File: src/rtl/flow_sequencer_if.sv
// Instruction-memory fetch and ALU dispatch signals shared by the flow sequencer
// (master) and the memory/ALU side (slave).
interface flow_sequencer_if #(
    parameter int WIDTH = 20,
    parameter int OPW   = 5
);
    logic             imem_req;
    logic [WIDTH-1:0] imem_addr;
    logic             imem_ack;
    logic [WIDTH-1:0] imem_data;

    logic             alu_start;
    logic [OPW-1:0]   alu_op;
    logic             alu_done;
    logic             alu_zero;
    logic             alu_sign;
    logic             alu_carry;

    modport master (
        output imem_req, imem_addr, alu_start, alu_op,
        input  imem_ack, imem_data, alu_done, alu_zero, alu_sign, alu_carry
    );

    modport slave (
        input  imem_req, imem_addr, alu_start, alu_op,
        output imem_ack, imem_data, alu_done, alu_zero, alu_sign, alu_carry
    );
endinterface

File: src/rtl/flow_sequencer.sv
// Program-flow front end: owns PP and status, fetches over req/ack, resolves
// flow opcodes locally and hands every other opcode to the ALU units.
module flow_sequencer #(
    parameter int               WIDTH    = 20,
    parameter int               OPW      = 5,
    parameter logic [WIDTH-1:0] RESET_PP = '0
) (
    input  logic                  clock,
    input  logic                  reset,
    flow_sequencer_if.master      bus,
    input  logic                  trap_clear,
    output logic                  trap_mode,
    output logic [WIDTH-1:0]      pp,
    output logic [WIDTH-1:0]      status
);

    localparam logic [OPW-1:0] OP_NOP   = OPW'(0);
    localparam logic [OPW-1:0] OP_TRAP  = OPW'(1);
    localparam logic [OPW-1:0] OP_JMP   = OPW'(2);
    localparam logic [OPW-1:0] OP_JMPZ  = OPW'(3);
    localparam logic [OPW-1:0] OP_JMPS  = OPW'(4);
    localparam logic [OPW-1:0] OP_JMPZS = OPW'(5);

    typedef enum logic [2:0] {
        S_FETCH,
        S_DECODE,
        S_TARGET,
        S_ALU_WAIT,
        S_TRAP
    } state_t;

    state_t           state_q, state_d;
    logic [WIDTH-1:0] pp_q, pp_d;
    logic [OPW-1:0]   op_q, op_d;
    logic [OPW-1:0]   alu_op_q, alu_op_d;
    logic             taken_q, taken_d;
    logic [2:0]       flags_q, flags_d;
    logic             trap_q, trap_d;
    logic             req_c;
    logic             alu_start_c;

    always_ff @(posedge clock or posedge reset) begin
        if (reset) begin
            state_q  <= S_FETCH;
            pp_q     <= RESET_PP;
            op_q     <= '0;
            alu_op_q <= '0;
            taken_q  <= 1'b0;
            flags_q  <= 3'b000;
            trap_q   <= 1'b0;
        end else begin
            state_q  <= state_d;
            pp_q     <= pp_d;
            op_q     <= op_d;
            alu_op_q <= alu_op_d;
            taken_q  <= taken_d;
            flags_q  <= flags_d;
            trap_q   <= trap_d;
        end
    end

    always_comb begin
        state_d     = state_q;
        pp_d        = pp_q;
        op_d        = op_q;
        alu_op_d    = alu_op_q;
        taken_d     = taken_q;
        flags_d     = flags_q;
        trap_d      = trap_q;
        req_c       = 1'b0;
        alu_start_c = 1'b0;

        case (state_q)
            S_FETCH: begin
                req_c = 1'b1;
                if (bus.imem_ack) begin
                    op_d    = bus.imem_data[WIDTH-1 -: OPW];
                    pp_d    = pp_q + WIDTH'(1);
                    state_d = S_DECODE;
                end
            end
            S_DECODE: begin
                // Jump conditions use the flags as they stand now; the target
                // word is only read in the following state.
                case (op_q)
                    OP_NOP: state_d = S_FETCH;
                    OP_TRAP: begin
                        trap_d  = 1'b1;
                        state_d = S_TRAP;
                    end
                    OP_JMP: begin
                        taken_d = 1'b1;
                        state_d = S_TARGET;
                    end
                    OP_JMPZ: begin
                        taken_d = flags_q[0];
                        state_d = S_TARGET;
                    end
                    OP_JMPS: begin
                        taken_d = flags_q[1];
                        state_d = S_TARGET;
                    end
                    OP_JMPZS: begin
                        taken_d = flags_q[0] & flags_q[1];
                        state_d = S_TARGET;
                    end
                    default: begin
                        alu_start_c = 1'b1;
                        alu_op_d    = op_q;
                        state_d     = S_ALU_WAIT;
                    end
                endcase
            end
            S_TARGET: begin
                req_c = 1'b1;
                if (bus.imem_ack) begin
                    pp_d    = taken_q ? bus.imem_data : pp_q + WIDTH'(1);
                    state_d = S_FETCH;
                end
            end
            S_ALU_WAIT: begin
                if (bus.alu_done) begin
                    flags_d = {bus.alu_carry, bus.alu_sign, bus.alu_zero};
                    state_d = S_FETCH;
                end
            end
            S_TRAP: begin
                if (trap_clear) begin
                    trap_d  = 1'b0;
                    state_d = S_FETCH;
                end
            end
            default: state_d = S_FETCH;
        endcase
    end

    // Reset parks the FSM in FETCH, so the request must be masked explicitly
    // to stay low while reset is held.
    assign bus.imem_req  = req_c & ~reset;
    assign bus.imem_addr = pp_q;
    assign bus.alu_start = alu_start_c;
    assign bus.alu_op    = alu_start_c ? op_q : alu_op_q;

    assign trap_mode = trap_q;
    assign pp        = pp_q;
    assign status    = {{(WIDTH-4){1'b0}}, trap_q, flags_q};

endmodule
File: src/flat_wrapper.sv
// flat-port wrapper written by rule: the top's interface ports become plain ports
module flow_sequencer_flat 
#(
    parameter int               WIDTH    = 20,
    parameter int               OPW      = 5,
    parameter logic [WIDTH-1:0] RESET_PP = '0
)
  (clock, reset, trap_clear, trap_mode, pp, status, bus_imem_req, bus_imem_addr, bus_alu_start, bus_alu_op, bus_imem_ack, bus_imem_data, bus_alu_done, bus_alu_zero, bus_alu_sign, bus_alu_carry);
  flow_sequencer_if #(.WIDTH(WIDTH), .OPW(OPW)) bus_i ();
  input  logic clock;
  input  logic reset;
  input  logic trap_clear;
  output logic trap_mode;
  output logic [WIDTH-1:0] pp;
  output logic [WIDTH-1:0] status;
  output wire logic [$bits(bus_i.imem_req)-1:0] bus_imem_req;
  output wire logic [$bits(bus_i.imem_addr)-1:0] bus_imem_addr;
  output wire logic [$bits(bus_i.alu_start)-1:0] bus_alu_start;
  output wire logic [$bits(bus_i.alu_op)-1:0] bus_alu_op;
  input wire logic [$bits(bus_i.imem_ack)-1:0] bus_imem_ack;
  input wire logic [$bits(bus_i.imem_data)-1:0] bus_imem_data;
  input wire logic [$bits(bus_i.alu_done)-1:0] bus_alu_done;
  input wire logic [$bits(bus_i.alu_zero)-1:0] bus_alu_zero;
  input wire logic [$bits(bus_i.alu_sign)-1:0] bus_alu_sign;
  input wire logic [$bits(bus_i.alu_carry)-1:0] bus_alu_carry;
  assign bus_imem_req = bus_i.imem_req;
  assign bus_imem_addr = bus_i.imem_addr;
  assign bus_alu_start = bus_i.alu_start;
  assign bus_alu_op = bus_i.alu_op;
  assign bus_i.imem_ack = bus_imem_ack;
  assign bus_i.imem_data = bus_imem_data;
  assign bus_i.alu_done = bus_alu_done;
  assign bus_i.alu_zero = bus_alu_zero;
  assign bus_i.alu_sign = bus_alu_sign;
  assign bus_i.alu_carry = bus_alu_carry;
  flow_sequencer #(.WIDTH(WIDTH), .OPW(OPW), .RESET_PP(RESET_PP)) u_core (.clock(clock), .reset(reset), .bus(bus_i), .trap_clear(trap_clear), .trap_mode(trap_mode), .pp(pp), .status(status));
endmodule
File: config.mk
export PLATFORM = sky130hd
export DESIGN_NAME = flow_sequencer_flat
export DESIGN_NICKNAME = d
export VERILOG_FILES = /design/src/rtl/flow_sequencer_if.sv /design/src/rtl/flow_sequencer.sv /design/src/flat_wrapper.sv
export SDC_FILE = /design/constraint.sdc
export NUM_CORES = 1
export LEC_CHECK = 0
export BUFFER_PORTS_ARGS = -buffer_cell sky130_fd_sc_hd__buf_2
export CORE_UTILIZATION = 42
export CTS_CLUSTER_SIZE = 14
export DETAILED_ROUTE_END_ITERATION = 6
export GPL_TIMING_DRIVEN = 0
export PLACE_DENSITY = 0.7
export SKIP_CTS_REPAIR_TIMING = 1
export SLEW_MARGIN = 25
export SYNTH_ARGS = -nofsm -noshare
export SYNTH_HDL_FRONTEND = slang
export SYNTH_SLANG_ARGS = --single-unit
File: constraint.sdc
create_clock -name clock -period 2.3 [get_ports clock]
set_clock_uncertainty 0.05 [all_clocks]
set_input_delay 0.345 -clock clock [delete_from_list [all_inputs] [get_ports clock]]
set_output_delay 0.345 -clock clock [all_outputs]
set_load 0.05 [all_outputs]
==> impl_metrics.toml, run 1 <==
[job]
maxCapViolations = 0

[yosys]
postSynthAreaPerCell_sq_um = 9.13
synthDistinctLibCells = 39
muxShareOfSynthArea = 0.0623
yosysTopAreaCellShare = 0.408
yosysSeqAreaShare = 0.408
synth_xor_xnor_area_share = 0.00376
syn_inst = 255
synth_area_leaders = "dfrtp_1, buf_4, mux2_2"
synthSimpleGateAreaFrac = 0.207
synth_edf_count = 0
yosysWarnings = 0
synthFlopType = "dfrtp_1"
synth_fa_ha_area_frac = 0.00537
post-synth-top-area-cell = "dfrtp_1"
ys_seq_elements = 38
synth_compound_area_frac = 0.167
synth_top_family_by_area = "simple AND/OR/NAND/NOR gates"
synthesis.area_sq_mm = 0.00233
async_flop_share = 1.00

[floorplanning]
ios = 96
initial_core_util = 0.445
die_height_um = 76.5
die_w_um = 76.5
rows = 26
core_sq_mm = 0.00524
die-area_sq_mm = 0.00585

[cts]
numCtsBuffers = 5
cts_max_path_buffers = 2
cts_htree_levels = 2
insertion_delay_ns = 0.29
path_clk_slew_ns = 0.08
cts.root.buffer_cell = "clkbuf_8"
cts_tree = "done"
cts_sinks = 38

[worst_setup_path]
critical-path-top-delay-family = "flip-flops"
crit_path_max_fanout = 6
crit_start = "u_core.state_q[2]$_DFFE_PP0P_"
worstPathCellList = "buf_6 -> nor3b_4 -> a21boi_4 -> mux2_4 -> buf_6"
worstSetupPathType = "reg -> out"
critPathMaxStageDelay_ns = 0.38
slowest_stage = "dfrtp_1"
cpMostUsedCell = "buf_6"
rr_endpoint = "u_core.bus.imem_addr[10]$_DFFE_PP0P_"
cp_num_buf_inv = 2
start_kind = "flip-flop"
critPathRequiredTime_ns = 1.90
reg2reg_from = "u_core.bus.imem_addr[0]$_DFFE_PP0P_"
rr_worst_depth = 6
cp.arrival_ns = 1.88
rrSetupSlack_ns = 0.28
end_kind = "output port"

[timing]
max_freq_mhz = 439
final.setup.tns_ns = 0
hold_violations = 0
fin_crit_ns = 2.28
setup_viol = 0
grt_setup_unrepaired = "true"
slew_headroom = 0.641
slew_viol_final = 0
min_period_over_period = 0.991
max_slew.worst_pin.slew_ns = 0.538

[hold_path]
whs_path_depth = 2
holdCritStartpoint = "trap_clear"
hold_class = "in -> reg"
hold_path_end = "u_core.state_q[2]$_DFFE_PP0P_"

[final_layout]
fin_util = 0.603
fin_nets = 395
layout_commonest_cell = "buf_2"
final_cell_area_sq_mm = 0.00316
synthToLayoutAreaGrowth_pct = 35.6
diodes = 0
drive_gt1_frac = 0.440
layout_common_cells = "buf_2, buf_4, dfrtp_1"

[placed_design]
dp_hpwl_um = 4320
placed_cell_area_sq_mm = 0.00290
io_buffers = 79
gp_congestion = 0.859

[routing]
drt_pass1_iterations = 5
wl_per_cell_um = 13.7
first_iter_violations = 158
vias = 2204
vias_per_cell = 5.06
ant_nets = 0
drc = 0
wl_um = 5990

[global_route]
grt_first_pass_wirelength_um = 9670
grt_pass1_vias = 2045
grt_max_degree = 32
overflow = 0
track_usage = 0.207
antenna_found_initial = 0

[status]
status = "completed"
worst max path at each step:
stage / depth (start not counted) / to / slack (ns)
after floorplan: 4 / bus_alu_op[0] / 0.09
after global placement: 5 / bus_alu_op[3] / 0.08
after detailed placement: 5 / bus_alu_op[3] / 0.09
after CTS: 5 / bus_alu_op[4] / -0.26
after global routing: 5 / bus_alu_op[3] / -0.05
final: 5 / bus_alu_op[1] / 0.02
cell families (layout without fill, tap and decap cells):
logic type / after synthesis / count (layout)
DFF: 38 / 38
AOI/OAI and AO/OA: 63 / 63
and+or+nand+nor: 88 / 88
other: 1 / 16
buffers and inverters: 50 / 146
xor gates and xnor gates: 1 / 1
muxes: 13 / 13
adders and majority gates: 1 / 1
per-layer routing:
layer	routed length, um	up-vias	global-route usage
met1	2620	1027	0.269
li1	-	1087	-
met5	0	-	0
met3	323	11	0.0287
met2	2940	79	0.344
met4	101	0	0.0865
metrics by stage:
| stage | hold slack (ns) | worst slack (ns) | std cells |
|---|---|---|---|
| detailed placement | 0.229 | 0.0922 | 420 |
| global placement | 0.428 | 0.0768 | 419 |
| floorplan | 0.402 | 0.0869 | 270 |
| global route | 0.199 | -0.0485 | 436 |
| finish | 0.201 | 0.0205 | 436 |
| CTS | -0.0889 | -0.259 | 427 |
area by class of cell:
type	instances	area, sq um
fillers	471	2080
multi-input cells	182	1130
flip-flops and latches	38	952
repair buffers	89	520
plain buffers	48	342
well taps	70	87.6
clock buffers	6	82.6
clock inverters	1	30.0
inverters	2	7.51
state kept, by name, summed over array words and instances (netlist names):
register and flops:
u_core.taken_q 1, u_core.bus.imem_addr 20, u_core.flags_q 3, u_core.state_q 3, u_core.alu_op_q 5, u_core.trap_mode 1, u_core.op_q 5
synth_stat cells (2+ instances only):
cell and n:
a211oi_1 3, a21oi_1 19, a22oi_1 2, a2bb2oi_1 5, a311oi_1 3, a31oi_1 2
and2_1 2, and4_1 2, buf_2 5, buf_4 38, clkbuf_1 5, dfrtp_1 38
inv_1 2, mux2_2 12, nand2_1 27, nand3_1 15, nand4_4 2, nor2_1 24
nor3_1 4, nor3b_1 2, nor4_4 2, o21ai_0 19, o22ai_1 6
Power of run 1 is left out: the tool's default activity adds up to more than one toggle a clock period on the data nets, which glitch-free logic cannot reach.
==> run 2, diff against run 1 <==
CORE_ASPECT_RATIO = 0.5   (was default)
CORE_MARGIN = 2   (was default)
==> run 2 against run 1 <==
The run now ends with hold timing left; setup slack got worse by 0.0065 ns; critical path depth increased by 1; register-to-register slack barely moved; die area increased by 5.9%; critical path type unchanged; largest cell class unchanged.
==> impl_metrics.toml, run 2 (same netlist as run 1, synthesis figures left out) <==
[timing]
grt_setup_unrepaired = "true"
min_period_over_period = 0.994
hold_violations = 15
slew_headroom = 0.618
final.setup.tns_ns = 0
max_slew.worst_pin.slew_ns = 0.573
fin_crit_ns = 2.29
max_freq_mhz = 437
hold_ws_ns = -0.0201
layout_setup_ws_ns = 0.0140
slew_viol_final = 0
setup_viol = 0

[worst_setup_path]
critical-path-top-delay-family = "buffers and inverters"
crit_path_max_fanout = 7
critPathRequiredTime_ns = 1.90
endpoint = "bus_alu_op[0]"
end_kind = "output port"
worstPathCellList = "buf_6 -> nor3b_4 -> a21boi_4 -> buf_12 -> mux2_4 -> buf_8"
worstSetupPathType = "reg -> out"
crit_start = "u_core.state_q[2]$_DFFE_PP0P_"
start_kind = "flip-flop"
critPathMaxStageDelay_ns = 0.38
cp_num_buf_inv = 3
path_depth = 6
cp.arrival_ns = 1.89
rr_worst_depth = 6
rr_endpoint = "u_core.bus.imem_addr[14]$_DFFE_PP0P_"
slowest_stage = "dfrtp_1"
reg2reg_from = "u_core.bus.imem_addr[0]$_DFFE_PP0P_"
rrSetupSlack_ns = 0.28

[final_layout]
layout_common_cells = "buf_2, buf_4, dfrtp_1"
fin_nets = 391
multi_input_area_sq_mm = 0.00113
largest_reg_flops = 20
diodes = 0
drive_gt1_frac = 0.438
final-seq-area_sq_um = 952
layout_commonest_cell = "buf_2"
nFillCells = 503
synthToLayoutAreaGrowth_pct = 36.3

[cts]
insertion_delay_ns = 0.30
cts_sinks = 38
cts_htree_levels = 2
path_clk_slew_ns = 0.07
cts.root.buffer_cell = "clkbuf_8"
numCtsBuffers = 5
cts_tree = "done"
cts_max_path_buffers = 2

[floorplanning]
rows = 19
initial_core_util = 0.430
die_w_um = 109
die-area_sq_mm = 0.00619
die_height_um = 56.7
ios = 96
core_sq_mm = 0.00542

[job]
maxCapViolations = 0

[routing]
drt_pass1_iterations = 4
wl_um = 5930
vias = 2195
wl_per_cell_um = 13.6
first_iter_violations = 125
ant_nets = 0
drc = 0
vias_per_cell = 5.03

[placed_design]
gp_congestion = 0.822
dp_hpwl_um = 4230
io_buffers = 79
dpl_worst_slack_ns = 0.0585

[global_route]
grt_pass1_vias = 1971
track_usage = 0.195
antenna_found_initial = 0
grt_max_degree = 24
overflow = 0
grt_first_pass_wirelength_um = 9390

[status]
status = "complete, but fails checks"
violations = "hold timing"

[hold_path]
hold_class = "in -> async"
==> run 2: cell count changes in the layout (fill, tap and decap cells not counted), sizes merged <==
cell | previous run | this run
dlygate4sd3 | 1 | 0
buf | 131 | 128
bufinv | 1 | 2
==> run 2: per-layer routing <==
| layer | share of wire | wire length [um] | global-route usage |
|---|---|---|---|
| met3 | 0.073 | 435 | 0.0407 |
| met2 | 0.46 | 2750 | 0.305 |
| met5 | 0 | 0 | 0 |
| met4 | 0.012 | 69 | 0.0542 |
| met1 | 0.45 | 2680 | 0.274 |
==> run 2: worst reg2reg max path: cells and delay by family (launching register included) <==
family	cells	cell delay [ns]
fa+ha+maj	1	0.24
simple gates	2	0.65
compound gates	3	0.51
flops	1	0.52
==> run 2: through the flow <==
| stage | utilization | cells | hold slack [ns] | cell area (sq um) |
|---|---|---|---|---|
| global placement | 0.531 | 422 | 0.428 | 2880 |
| CTS | 0.563 | 431 | -0.0184 | 3050 |
| detailed placement | 0.536 | 423 | 0.308 | 2910 |
| global route | 0.586 | 436 | 0.00152 | 3170 |
| floorplan | - | 270 | 0.402 | 2390 |
| finish | 0.586 | 436 | -0.0201 | 3170 |
==> run 2: cell type report <==
type                       instances  area share
multi-input combinational        182       0.358
sequential                        38       0.300
timing repair buffer              85       0.160
buffer                            48       0.106
tap                               73      0.0288
clock buffer                       6      0.0260
clock inverter                     2      0.0189
inverter                           2     0.00237
==> run 2: worst min-delay path by stage <==
stage	to	cells after the start	from
floorplan	u_core.state_q[2]$_DFFE_PP0P_	1	trap_clear
global placement	u_core.trap_mode$_DFFE_PP0P_	2	u_core.trap_mode$_DFFE_PP0P_
detailed placement	u_core.state_q[0]$_DFFE_PP0P_	2	reset
CTS	u_core.op_q[1]$_DFFE_PP0P_	2	reset
global route	u_core.state_q[0]$_DFFE_PP0P_	2	reset
finish	u_core.state_q[0]$_DFFE_PP0P_	2	reset
Power of run 2 is left out for the same reason.
==> run 3, diff against run 2 <==
ABC_AREA = 1   (was default)
PLACE_DENSITY = 0.69   (was 0.7)
==> run 3 against run 2 <==
Count of clock-buffer cells in the layout is 1 lower; the flow finishes with violations (DRC); fmax up 2.7%; first-iteration DRC count fell by 5.6%; critical path depth rose by 1; die area grew 7.3%; final area grew 4.3%; utilization up 0.47 points; largest cell class unchanged.
==> impl_metrics.toml, run 3 <==
[hold_path]
holdCritStartpoint = "bus_imem_data[0]"
hold_class = "in -> reg"
whs_path_depth = 3
hold_path_end = "u_core.bus.imem_addr[0]$_DFFE_PP0P_"

[yosys]
postSynthAreaPerCell_sq_um = 7.04
synth_edf_count = 0
ys_seq_elements = 38
synth_most_common_cell = "nand2_1"
post-synth-top-area-cell = "dfrtp_1"
synthesis.area_sq_mm = 0.00251
yosysWarnings = 0
synthFlopType = "dfrtp_1"
yosysSeqAreaShare = 0.379
async_flop_share = 1.00
synth_area_leaders = "dfrtp_1, nand2_1, buf_4"
synth_common_cells = "nand2_1, inv_1, buf_4, dfrtp_1, nor2_1"
synthDistinctLibCells = 27
syn_inst = 356
yosysTopAreaCellShare = 0.379

[power_and_ir_drop]
powerDensity_mw_per_mm2 = 1720
p_leak_nw = 1.82
ir_drop_mv = 0.753
total_power_mw = 5.69

[status]
violations = "DRC"
status = "complete, but fails checks"

[routing]
drt_pass1_iterations = 7
drc = 5
wl_um = 6440
first_iter_violations = 118
vias_per_cell = 4.74
ant_nets = 0
vias = 2538
wl_per_cell_um = 12.0

[worst_setup_path]
critical-path-top-delay-family = "simple AND/OR/NAND/NOR gates"
rr_endpoint = "u_core.bus.imem_addr[11]$_DFFE_PP0P_"
end_kind = "output port"
reg2reg_from = "u_core.state_q[0]$_DFFE_PP0P_"
cp.arrival_ns = 1.83
crit_path_max_fanout = 10
worstPathCellList = "nor2_2 -> nand2_1 -> and3_1 -> clkbuf_4 -> nand2_1 -> o21a_1 -> clkbuf_4"
slowest_stage = "dfrtp_1"
rrSetupSlack_ns = 0.58
critPathRequiredTime_ns = 1.90
start_kind = "flip-flop"
worstSetupPathType = "reg -> out"
path_depth = 7
critPathMaxStageDelay_ns = 0.43
rr_worst_depth = 9
cp_num_buf_inv = 2

[final_layout]
layout_commonest_cell = "nand2_1"
instances_no_fill = 535
synthToLayoutAreaGrowth_pct = 32.1
largest_reg_flops = 20
diodes = 0
fin_nets = 490
layout_common_cells = "nand2_1, buf_2, buf_4"
drive_gt1_frac = 0.318

[placed_design]
dp.cells = 524
gp_congestion = 0.821
io_buffers = 79
dp_hpwl_um = 4690
dpl_worst_slack_ns = 0.285

[cts]
cts_htree_levels = 2
cts_sinks = 38
numCtsBuffers = 5
path_clk_slew_ns = 0.06
cts_max_path_buffers = 2
cts_tree = "done"
insertion_delay_ns = 0.28
cts.root.buffer_cell = "clkbuf_16"

[global_route]
antenna_found_initial = 0
top_usage_layer = "met2"
track_usage = 0.199
grtUsageMet3 = 0.0525
overflow = 0
grt_first_pass_wirelength_um = 10500
grt_pass1_vias = 2230
grt_max_degree = 31
grtUsageMet2 = 0.320
grt.met1_usage = 0.272

[timing]
min_period_over_period = 0.968
slew_viol_final = 0
setup_viol = 0
final.setup.tns_ns = 0
hold_violations = 0
grt_setup_unrepaired = "true"
layout_setup_ws_ns = 0.0746
fin_crit_ns = 2.23
max_freq_mhz = 449

[floorplanning]
die-area_sq_mm = 0.00664
rows = 19
ios = 96
initial_core_util = 0.447
die_height_um = 58.6
die_w_um = 113
core_sq_mm = 0.00561

[job]
maxCapViolations = 0
## run 3: through the flow
stage,utilization,area [sq um],hold WS (ns)
2_1_floorplan,-,2560,0.403
3_3_place_gp,0.544,3050,0.420
3_5_place_dp,0.547,3070,0.239
4_1_cts,0.582,3260,-0.0650
5_1_grt,0.590,3310,0.252
6_report,0.590,3310,0.238
## run 3: worst min-delay path: cells and delay by family
family	cells	cell delay, ns
compound gates	2	0.11
buf+inv	1	0.08
## run 3: layer usage
layer / vias to the layer above / wire length (um)
met3: 12 / 501
met2: 103 / 2900
met4: 0 / 86
li1: 1292 / -
met5: - / 0
met1: 1131 / 2950
## run 3: final cells by class
class,count,area [sq um]
buffer,45,323
fill,534,2300
clock buffer,5,125
sequential,38,951
inverter,41,154
timing repair buffer,83,452
clock inverter,3,68.8
multi-input combinational,247,1150
tap,73,91.3
## run 3: power breakdown
part / total [mW] / internal (mW) / leakage [nW] / switching (mW)
Clock: 0.910 / 0.623 / 0.0940 / 0.286
Combinational: 3.47 / 0.979 / 1.26 / 2.49
Sequential: 1.31 / 0.962 / 0.469 / 0.348
## run 3: cell families after synthesis
logic type               Yosys count  synth area share
AO/OA/AOI/OAI                     58             0.120
XOR/XNOR                           4            0.0140
adder cells (fa/ha/maj)            1           0.00499
buffers and inverters             86             0.189
flip-flops                        38             0.379
multiplexers                       3            0.0135
other                              1           0.00150
AND/OR/NAND/NOR                  165             0.277
## run 3: worst max-delay path by stage
stage	from	to
after floorplan	u_core.op_q[2]$_DFFE_PP0P_	bus_alu_op[2]
after global placement	u_core.op_q[2]$_DFFE_PP0P_	bus_alu_op[2]
after detailed placement	u_core.op_q[2]$_DFFE_PP0P_	bus_alu_op[4]
after CTS	u_core.op_q[2]$_DFFE_PP0P_	bus_alu_op[2]
after global routing	u_core.op_q[1]$_DFFE_PP0P_	bus_alu_op[2]
final	u_core.op_q[2]$_DFFE_PP0P_	bus_alu_op[4]
Power figures use the tool's default switching activity.
